--- src/rtl/mem_req_queue_if.sv ---
`default_nettype none
// ============================================================================
// Module   : mem_req_queue_if
// Brief    : Host request/response handshakes and SDRAM controller command
//            port of the memory request queue, bundled with modports.
// Revision : 1.0 - initial release
// ============================================================================
interface mem_req_queue_if;
    // Host request channel
    logic        req_vld;
    logic        req_rdy;
    logic        req_rdnwr;
    logic [15:0] req_addr;
    logic [31:0] req_wdata;
    // Host read-response channel
    logic        rsp_vld;
    logic        rsp_rdy;
    logic [31:0] rsp_rdata;
    logic        rsp_err;
    // SDRAM controller command port
    logic        cmd_n;
    logic        RDnWR;
    logic [15:0] Addr_in;
    logic [31:0] Data_in;
    logic        Data_in_vld;
    logic        ctrl_done;
    logic [31:0] Data_out;

    modport slave (
        input  req_vld, req_rdnwr, req_addr, req_wdata, rsp_rdy, ctrl_done, Data_out,
        output req_rdy, rsp_vld, rsp_rdata, rsp_err,
        output cmd_n, RDnWR, Addr_in, Data_in, Data_in_vld
    );

    modport master (
        output req_vld, req_rdnwr, req_addr, req_wdata, rsp_rdy, ctrl_done, Data_out,
        input  req_rdy, rsp_vld, rsp_rdata, rsp_err,
        input  cmd_n, RDnWR, Addr_in, Data_in, Data_in_vld
    );
endinterface
`default_nettype wire

--- src/rtl/mem_req_queue.sv ---
`default_nettype none
// ============================================================================
// Module   : mem_req_queue
// Brief    : DEPTH-entry in-order request FIFO in front of the SDRAM
//            controller; one request outstanding, read data returned to host.
//            Optional WAIT timeout enabled by defining REQ_QUEUE_TIMEOUT_EN.
// Revision : 1.0 - initial release
// ============================================================================
module mem_req_queue #(
    parameter int DEPTH   = 8
`ifdef REQ_QUEUE_TIMEOUT_EN
    ,
    parameter int TIMEOUT = 64
`endif
) (
    input  logic                   clk,
    input  logic                   rst_n,
    mem_req_queue_if.slave         bus,
    output logic [$clog2(DEPTH):0] q_count,
    output logic                   timeout_err
);

    localparam int              c_AW   = $clog2(DEPTH);
    localparam int              c_EW   = 49;
    localparam logic [c_AW:0]   c_FULL = DEPTH[c_AW:0];

    typedef enum logic [1:0] {
        S_IDLE  = 2'd0,
        S_ISSUE = 2'd1,
        S_WAIT  = 2'd2,
        S_RESP  = 2'd3
    } t_state;

    t_state            r_state;
    t_state            w_next;

    logic [c_EW-1:0]   r_mem [DEPTH];
    logic [c_AW-1:0]   r_wr_ptr;
    logic [c_AW-1:0]   r_rd_ptr;
    logic [c_AW:0]     r_count;

    logic              r_cmd_n;
    logic              r_rdnwr;
    logic [15:0]       r_addr;
    logic [31:0]       r_wdata;
    logic              r_wdata_vld;
    logic              r_rsp_vld;
    logic [31:0]       r_rsp_rdata;

    logic              w_req_rdy;
    logic              w_push;
    logic              w_pop;
    logic              w_done;
    logic              w_timeout;
    logic              w_finish;
    logic [c_EW-1:0]   w_head;

    assign w_req_rdy = (r_count < c_FULL) && rst_n;
    assign w_push    = bus.req_vld && w_req_rdy;
    assign w_pop     = (r_state == S_IDLE) && (r_count != '0);
    assign w_head    = r_mem[r_rd_ptr];
    assign w_done    = (r_state == S_WAIT) && bus.ctrl_done;
    assign w_finish  = w_done || w_timeout;

    // ---------------- FIFO storage and occupancy ----------------
    always_ff @(posedge clk) begin
        if (w_push) begin
            r_mem[r_wr_ptr] <= {bus.req_rdnwr, bus.req_addr, bus.req_wdata};
        end
    end

    always_ff @(posedge clk) begin
        if (!rst_n) begin
            r_wr_ptr <= '0;
            r_rd_ptr <= '0;
            r_count  <= '0;
        end else begin
            if (w_push) r_wr_ptr <= r_wr_ptr + 1'b1;
            if (w_pop)  r_rd_ptr <= r_rd_ptr + 1'b1;
            if (w_push && !w_pop)      r_count <= r_count + 1'b1;
            else if (!w_push && w_pop) r_count <= r_count - 1'b1;
        end
    end

    // ---------------- control FSM ----------------
    always_ff @(posedge clk) begin
        if (!rst_n) r_state <= S_IDLE;
        else        r_state <= w_next;
    end

    always_comb begin
        w_next = r_state;
        case (r_state)
            S_IDLE:  if (r_count != '0) w_next = S_ISSUE;
            S_ISSUE: w_next = S_WAIT;
            S_WAIT:  if (w_finish) w_next = r_rdnwr ? S_RESP : S_IDLE;
            S_RESP:  if (bus.rsp_rdy) w_next = S_IDLE;
            default: w_next = S_IDLE;
        endcase
    end

    // Command strobe is registered so it is low exactly during ISSUE.
    always_ff @(posedge clk) begin
        if (!rst_n) begin
            r_cmd_n     <= 1'b1;
            r_rdnwr     <= 1'b1;
            r_addr      <= '0;
            r_wdata     <= '0;
            r_wdata_vld <= 1'b0;
        end else begin
            r_cmd_n <= !w_pop;
            if (w_pop) begin
                {r_rdnwr, r_addr, r_wdata} <= w_head;
                r_wdata_vld                <= ~w_head[c_EW-1];
            end else if (w_finish && !r_rdnwr) begin
                r_wdata_vld <= 1'b0;
            end
        end
    end

    always_ff @(posedge clk) begin
        if (!rst_n) begin
            r_rsp_vld   <= 1'b0;
            r_rsp_rdata <= '0;
        end else if (w_finish && r_rdnwr) begin
            r_rsp_vld   <= 1'b1;
            r_rsp_rdata <= w_timeout ? 32'd0 : bus.Data_out;
        end else if ((r_state == S_RESP) && bus.rsp_rdy) begin
            r_rsp_vld   <= 1'b0;
        end
    end

`ifdef REQ_QUEUE_TIMEOUT_EN
    localparam logic [7:0] c_TO_LAST = 8'(TIMEOUT - 1);

    logic [7:0] r_wait_cnt;
    logic       r_rsp_err;
    logic       r_timeout_err;

    // A completion in the final WAIT cycle takes priority over the timeout.
    assign w_timeout = (r_state == S_WAIT) && !bus.ctrl_done && (r_wait_cnt == c_TO_LAST);

    always_ff @(posedge clk) begin
        if (!rst_n) begin
            r_wait_cnt    <= '0;
            r_rsp_err     <= 1'b0;
            r_timeout_err <= 1'b0;
        end else begin
            if (r_state == S_ISSUE)     r_wait_cnt <= '0;
            else if (r_state == S_WAIT) r_wait_cnt <= r_wait_cnt + 8'd1;
            if (w_timeout) r_timeout_err <= 1'b1;
            if (w_timeout && r_rdnwr)                      r_rsp_err <= 1'b1;
            else if ((r_state == S_RESP) && bus.rsp_rdy)   r_rsp_err <= 1'b0;
        end
    end

    assign bus.rsp_err = r_rsp_err;
    assign timeout_err = r_timeout_err;
`else
    assign w_timeout   = 1'b0;
    assign bus.rsp_err = 1'b0;
    assign timeout_err = 1'b0;
`endif

    assign bus.req_rdy     = w_req_rdy;
    assign bus.cmd_n       = r_cmd_n;
    assign bus.RDnWR       = r_rdnwr;
    assign bus.Addr_in     = r_addr;
    assign bus.Data_in     = r_wdata;
    assign bus.Data_in_vld = r_wdata_vld;
    assign bus.rsp_vld     = r_rsp_vld;
    assign bus.rsp_rdata   = r_rsp_rdata;
    assign q_count         = r_count;

endmodule
`default_nettype wire

--- src/flat_wrapper.sv ---
// flat-port wrapper written by rule: the top's interface ports become plain ports
module mem_req_queue_flat 
#(
    parameter int DEPTH   = 8

)
  (clk, rst_n, q_count, timeout_err, bus_req_vld, bus_req_rdnwr, bus_req_addr, bus_req_wdata, bus_rsp_rdy, bus_ctrl_done, bus_Data_out, bus_req_rdy, bus_rsp_vld, bus_rsp_rdata, bus_rsp_err, bus_cmd_n, bus_RDnWR, bus_Addr_in, bus_Data_in, bus_Data_in_vld);
  mem_req_queue_if bus_i ();
  input  logic clk;
  input  logic rst_n;
  output logic [$clog2(DEPTH):0] q_count;
  output logic timeout_err;
  input wire logic [$bits(bus_i.req_vld)-1:0] bus_req_vld;
  input wire logic [$bits(bus_i.req_rdnwr)-1:0] bus_req_rdnwr;
  input wire logic [$bits(bus_i.req_addr)-1:0] bus_req_addr;
  input wire logic [$bits(bus_i.req_wdata)-1:0] bus_req_wdata;
  input wire logic [$bits(bus_i.rsp_rdy)-1:0] bus_rsp_rdy;
  input wire logic [$bits(bus_i.ctrl_done)-1:0] bus_ctrl_done;
  input wire logic [$bits(bus_i.Data_out)-1:0] bus_Data_out;
  output wire logic [$bits(bus_i.req_rdy)-1:0] bus_req_rdy;
  output wire logic [$bits(bus_i.rsp_vld)-1:0] bus_rsp_vld;
  output wire logic [$bits(bus_i.rsp_rdata)-1:0] bus_rsp_rdata;
  output wire logic [$bits(bus_i.rsp_err)-1:0] bus_rsp_err;
  output wire logic [$bits(bus_i.cmd_n)-1:0] bus_cmd_n;
  output wire logic [$bits(bus_i.RDnWR)-1:0] bus_RDnWR;
  output wire logic [$bits(bus_i.Addr_in)-1:0] bus_Addr_in;
  output wire logic [$bits(bus_i.Data_in)-1:0] bus_Data_in;
  output wire logic [$bits(bus_i.Data_in_vld)-1:0] bus_Data_in_vld;
  assign bus_i.req_vld = bus_req_vld;
  assign bus_i.req_rdnwr = bus_req_rdnwr;
  assign bus_i.req_addr = bus_req_addr;
  assign bus_i.req_wdata = bus_req_wdata;
  assign bus_i.rsp_rdy = bus_rsp_rdy;
  assign bus_i.ctrl_done = bus_ctrl_done;
  assign bus_i.Data_out = bus_Data_out;
  assign bus_req_rdy = bus_i.req_rdy;
  assign bus_rsp_vld = bus_i.rsp_vld;
  assign bus_rsp_rdata = bus_i.rsp_rdata;
  assign bus_rsp_err = bus_i.rsp_err;
  assign bus_cmd_n = bus_i.cmd_n;
  assign bus_RDnWR = bus_i.RDnWR;
  assign bus_Addr_in = bus_i.Addr_in;
  assign bus_Data_in = bus_i.Data_in;
  assign bus_Data_in_vld = bus_i.Data_in_vld;
  mem_req_queue #(.DEPTH(DEPTH)) u_core (.clk(clk), .rst_n(rst_n), .bus(bus_i), .q_count(q_count), .timeout_err(timeout_err));
endmodule
--- config.mk ---
export PLATFORM = sky130hd
export DESIGN_NAME = mem_req_queue_flat
export DESIGN_NICKNAME = d
export VERILOG_FILES = /design/src/rtl/mem_req_queue_if.sv /design/src/rtl/mem_req_queue.sv /design/src/flat_wrapper.sv
export SDC_FILE = /design/constraint.sdc
export NUM_CORES = 1
export LEC_CHECK = 0
export ABC_CLOCK_PERIOD_IN_PS = 6700
export CELL_PAD_IN_SITES_DETAIL_PLACEMENT = 1
export CELL_PAD_IN_SITES_GLOBAL_PLACEMENT = 2
export CORE_MARGIN = 4
export CORE_UTILIZATION = 40
export CTS_BUF_LIST = sky130_fd_sc_hd__clkbuf_8
export DETAILED_ROUTE_END_ITERATION = 10
export GPL_ROUTABILITY_DRIVEN = 0
export GPL_TIMING_DRIVEN = 0
export PLACE_DENSITY_LB_ADDON = 0.1
export SLEW_MARGIN = 20
export SYNTH_ARGS = -nofsm -noshare
export SYNTH_HDL_FRONTEND = slang
export SYNTH_SLANG_ARGS = --single-unit
--- constraint.sdc ---
create_clock -name clk -period 6.7 [get_ports clk]
set_input_delay 1.34 -clock clk [delete_from_list [all_inputs] [get_ports clk]]
set_output_delay 1.34 -clock clk [all_outputs]
set_load 0.02 [all_outputs]
==> reports/results.txt <==
Status = completed
Final period util = 59.7%
Final Hold Fails = 0
Post-CTS Setup Inserts = 0
Layout area overhead = 25.5%
Post-Synthesis Cell Area = 18000 sq um
Share of layout cells above drive strength 1 = 21.2%
Switching share of total power = 30.3%
Setup violators final = 0
Tmin final = 4000 ps
Int Pwr = 5.68 mW
Hold_ws = 462 ps
Max_slew headroom = 40.5%
Hold_buf cts = 0
Setup CP Type = in2out
Clock transition at path regs = 60 ps
Ports = 177
Primary FF master, synth = edfxtp_1
Final wirelength = 45100 microns
Diode count = 0
Core area = 44400 sq um
Seq cells post-synth = 491
Finished Layout Cells = 1924
Root Buffer Master = clkbuf_8
Ys async rst share = 0%
Die area = 48500 sq um
Post-layout util = 50.9%
Slew Viols, Final = 0
MaxCap Viol Count = 0
Net Sw Power = 2.46 mW
Pwr/cell area = 360 nW/um^2
First-pass GRT wire length = 68000 microns
Hold/Removal Path Class = reg2reg
Worst EP required = 5360 ps
FMAX = 250 MHz
RSZ-0062 raised after global routing = false
Vias post-DR = 9838
Vias/cell = 5.11
Initial Util = 40.6%
Post-synthesis cell count = 972
Die Span X = 220 microns
CTS Sinks = 491
Die span in y = 220 microns
Unique masters post-synth = 36
CTS H-Tree Depth = 3
GRT overflow = 0
Worst-Skew Late Latency = 620 ps
Fill count = 4214
Sequential element share of the synthesized area = 76.3%
Initial antenna violation count = 1
CTS Buf Count = 82
DRC Markers = 0
Multi-input logic area = 4000 sq um
PostCTS Resize Cnt = 0
Leak Pwr = 7.44 nW
Post-synth EDFFs = 392
NumNets Final = 1355
Dpl hpwl = 29200 microns
Seq. cell area = 13800 sq um
CTS tree = done
Final antenna-violating net count = 0
Crit path DAT = 2660 ps
Port Buf Inserts = 173
# rows = 77
Vias in the first global route = 11000
Synth warnings = 0
Comb power frac = 25.2%
Slew @ Worst Pin = 892 ps
Reg power frac = 44.7%
WL/cell = 23.4 microns
DRT Pass-1 Iters = 5
Final Power = 8.14 mW
Worst vdd ir = 167 uV
Critical path capture point type = output pin
Clock Tree Buf Depth = 3
Largest net degree at the start of global routing = 20
Placed insts = 1771
Skew final = 19.5 ps
Mean Syn Cell Area = 18.5 sq um
Critical path peak fanout = 9
DRT iter0 DRCs = 716
Setup crit start kind = input port
Clock Power Share = 30.1%
Reg2Reg Setup Slack = 3900 ps
Gr usage total = 18.8%
## state kept, by name (all words and copies together), names as in the netlist, named ones only
name / count
u_core.bus.rsp_rdata: 32
u_core.bus.Addr_in: 16
u_core.bus.Data_in: 32
u_core.bus.rsp_vld: 1
u_core.bus.RDnWR: 1
u_core.r_mem: 392
u_core.r_rd_ptr: 3
u_core.bus.Data_in_vld: 1
u_core.r_state: 2
u_core.r_wr_ptr: 3
u_core.bus.cmd_n: 1
u_core.q_count: 4
## worst paths after layout
kind                           start                 endpoint  cells past startpoint
max                            rst_n              bus_req_rdy                      3
min          u_core.bus.rsp_rdata[4]  u_core.bus.rsp_rdata[4]                      2
max reg2reg        u_core.q_count[1]        u_core.q_count[3]                     11
min reg2reg  u_core.bus.rsp_rdata[4]  u_core.bus.rsp_rdata[4]                      2
## critical path: stages
cell and delay, ps:
clkbuf_1 350, nor2b_1 300, clkdlybuf4s50_1 660
## through the flow
| stage | setup TNS [ps] | setup WS (ps) | cell area, sq um |
|---|---|---|---|
| after floorplan | 0 | 526 | 18000 |
| after global placement | -524270 | -3250 | 20500 |
| after CTS | 0 | 2670 | 22600 |
| after global routing | 0 | 2580 | 22600 |
| after detailed placement | 0 | 2660 | 21100 |
| final | 0 | 2700 | 22600 |
## synth_stat cells, types with 2 or more instances
cell | n | share of area, %
nand3_1 | 4 | 0.11
o21ai_0 | 50 | 1.4
nand2b_1 | 3 | 0.10
nor2b_1 | 8 | 0.28
buf_2 | 15 | 0.42
nand2_1 | 76 | 1.6
a31oi_1 | 3 | 0.10
edfxtp_1 | 392 | 65
clkbuf_2 | 5 | 0.14
buf_4 | 13 | 0.54
and2_1 | 9 | 0.31
clkbuf_1 | 25 | 0.52
nor2_1 | 56 | 1.2
mux4_2 | 98 | 12
dfxtp_1 | 99 | 11
xnor2_1 | 5 | 0.24
a21boi_0 | 33 | 1.4
inv_1 | 3 | 0.063
a21oi_1 | 2 | 0.056
o22ai_1 | 48 | 1.7
ha_1 | 5 | 0.35
mux2i_1 | 5 | 0.28
nor3_1 | 2 | 0.056
## per-layer routing
layer	share of wire, %	global-route usage, %	vias to the layer above
li1	-	-	4432
met1	45	25.5	5087
met2	48	31.0	250
met3	5.3	4.01	67
met4	1.9	5.74	2
met5	0.044	0	-
## power by group through the flow
stage                     clock, mW  sequential (mW)  combinational, mW
final                          2.45             3.64               2.05
after global routing           2.70             3.67               2.24
after CTS                      2.54             3.65               2.11
after detailed placement          0             3.71               2.10
after global placement            0             3.72               2.05
after floorplan                   0             3.86               1.05
## placed cells by master (no fill, tap or decap), types with 33 or more instances in the layout
master | Yosys | routed
dfxtp_1 | 99 | 99
mux4_2 | 98 | 98
o22ai_1 | 48 | 48
a21boi_0 | 33 | 33
inv_1 | 3 | 34
nand2_1 | 76 | 76
clkbuf_8 | 0 | 92
o21ai_0 | 50 | 50
nor2_1 | 56 | 50
clkdlybuf4s50_1 | 0 | 173
edfxtp_1 | 392 | 392
## final cells by class
cell class                 count  area share, %
buffer                        59           1.34
multi-input combinational    419           17.7
tap                          592           3.28
inverter                       4         0.0720
clock buffer                  92           5.60
sequential                   491           60.8
clock inverter                61           1.16
timing repair buffer         206           10.0
## cells by family after synthesis
logic type               Yosys count  synth area share (%)
multiplexers                     103                  12.5
XOR/XNOR                           6                 0.292
AND/OR/NAND/NOR                  163                  3.85
AO/OA/AOI/OAI                    139                  4.73
other                              1                0.0208
buffers and inverters             63                  1.77
adder cells (fa/ha/maj)            6                 0.458
flip-flops                       491                  76.3
(Power assumes the default switching activity.)
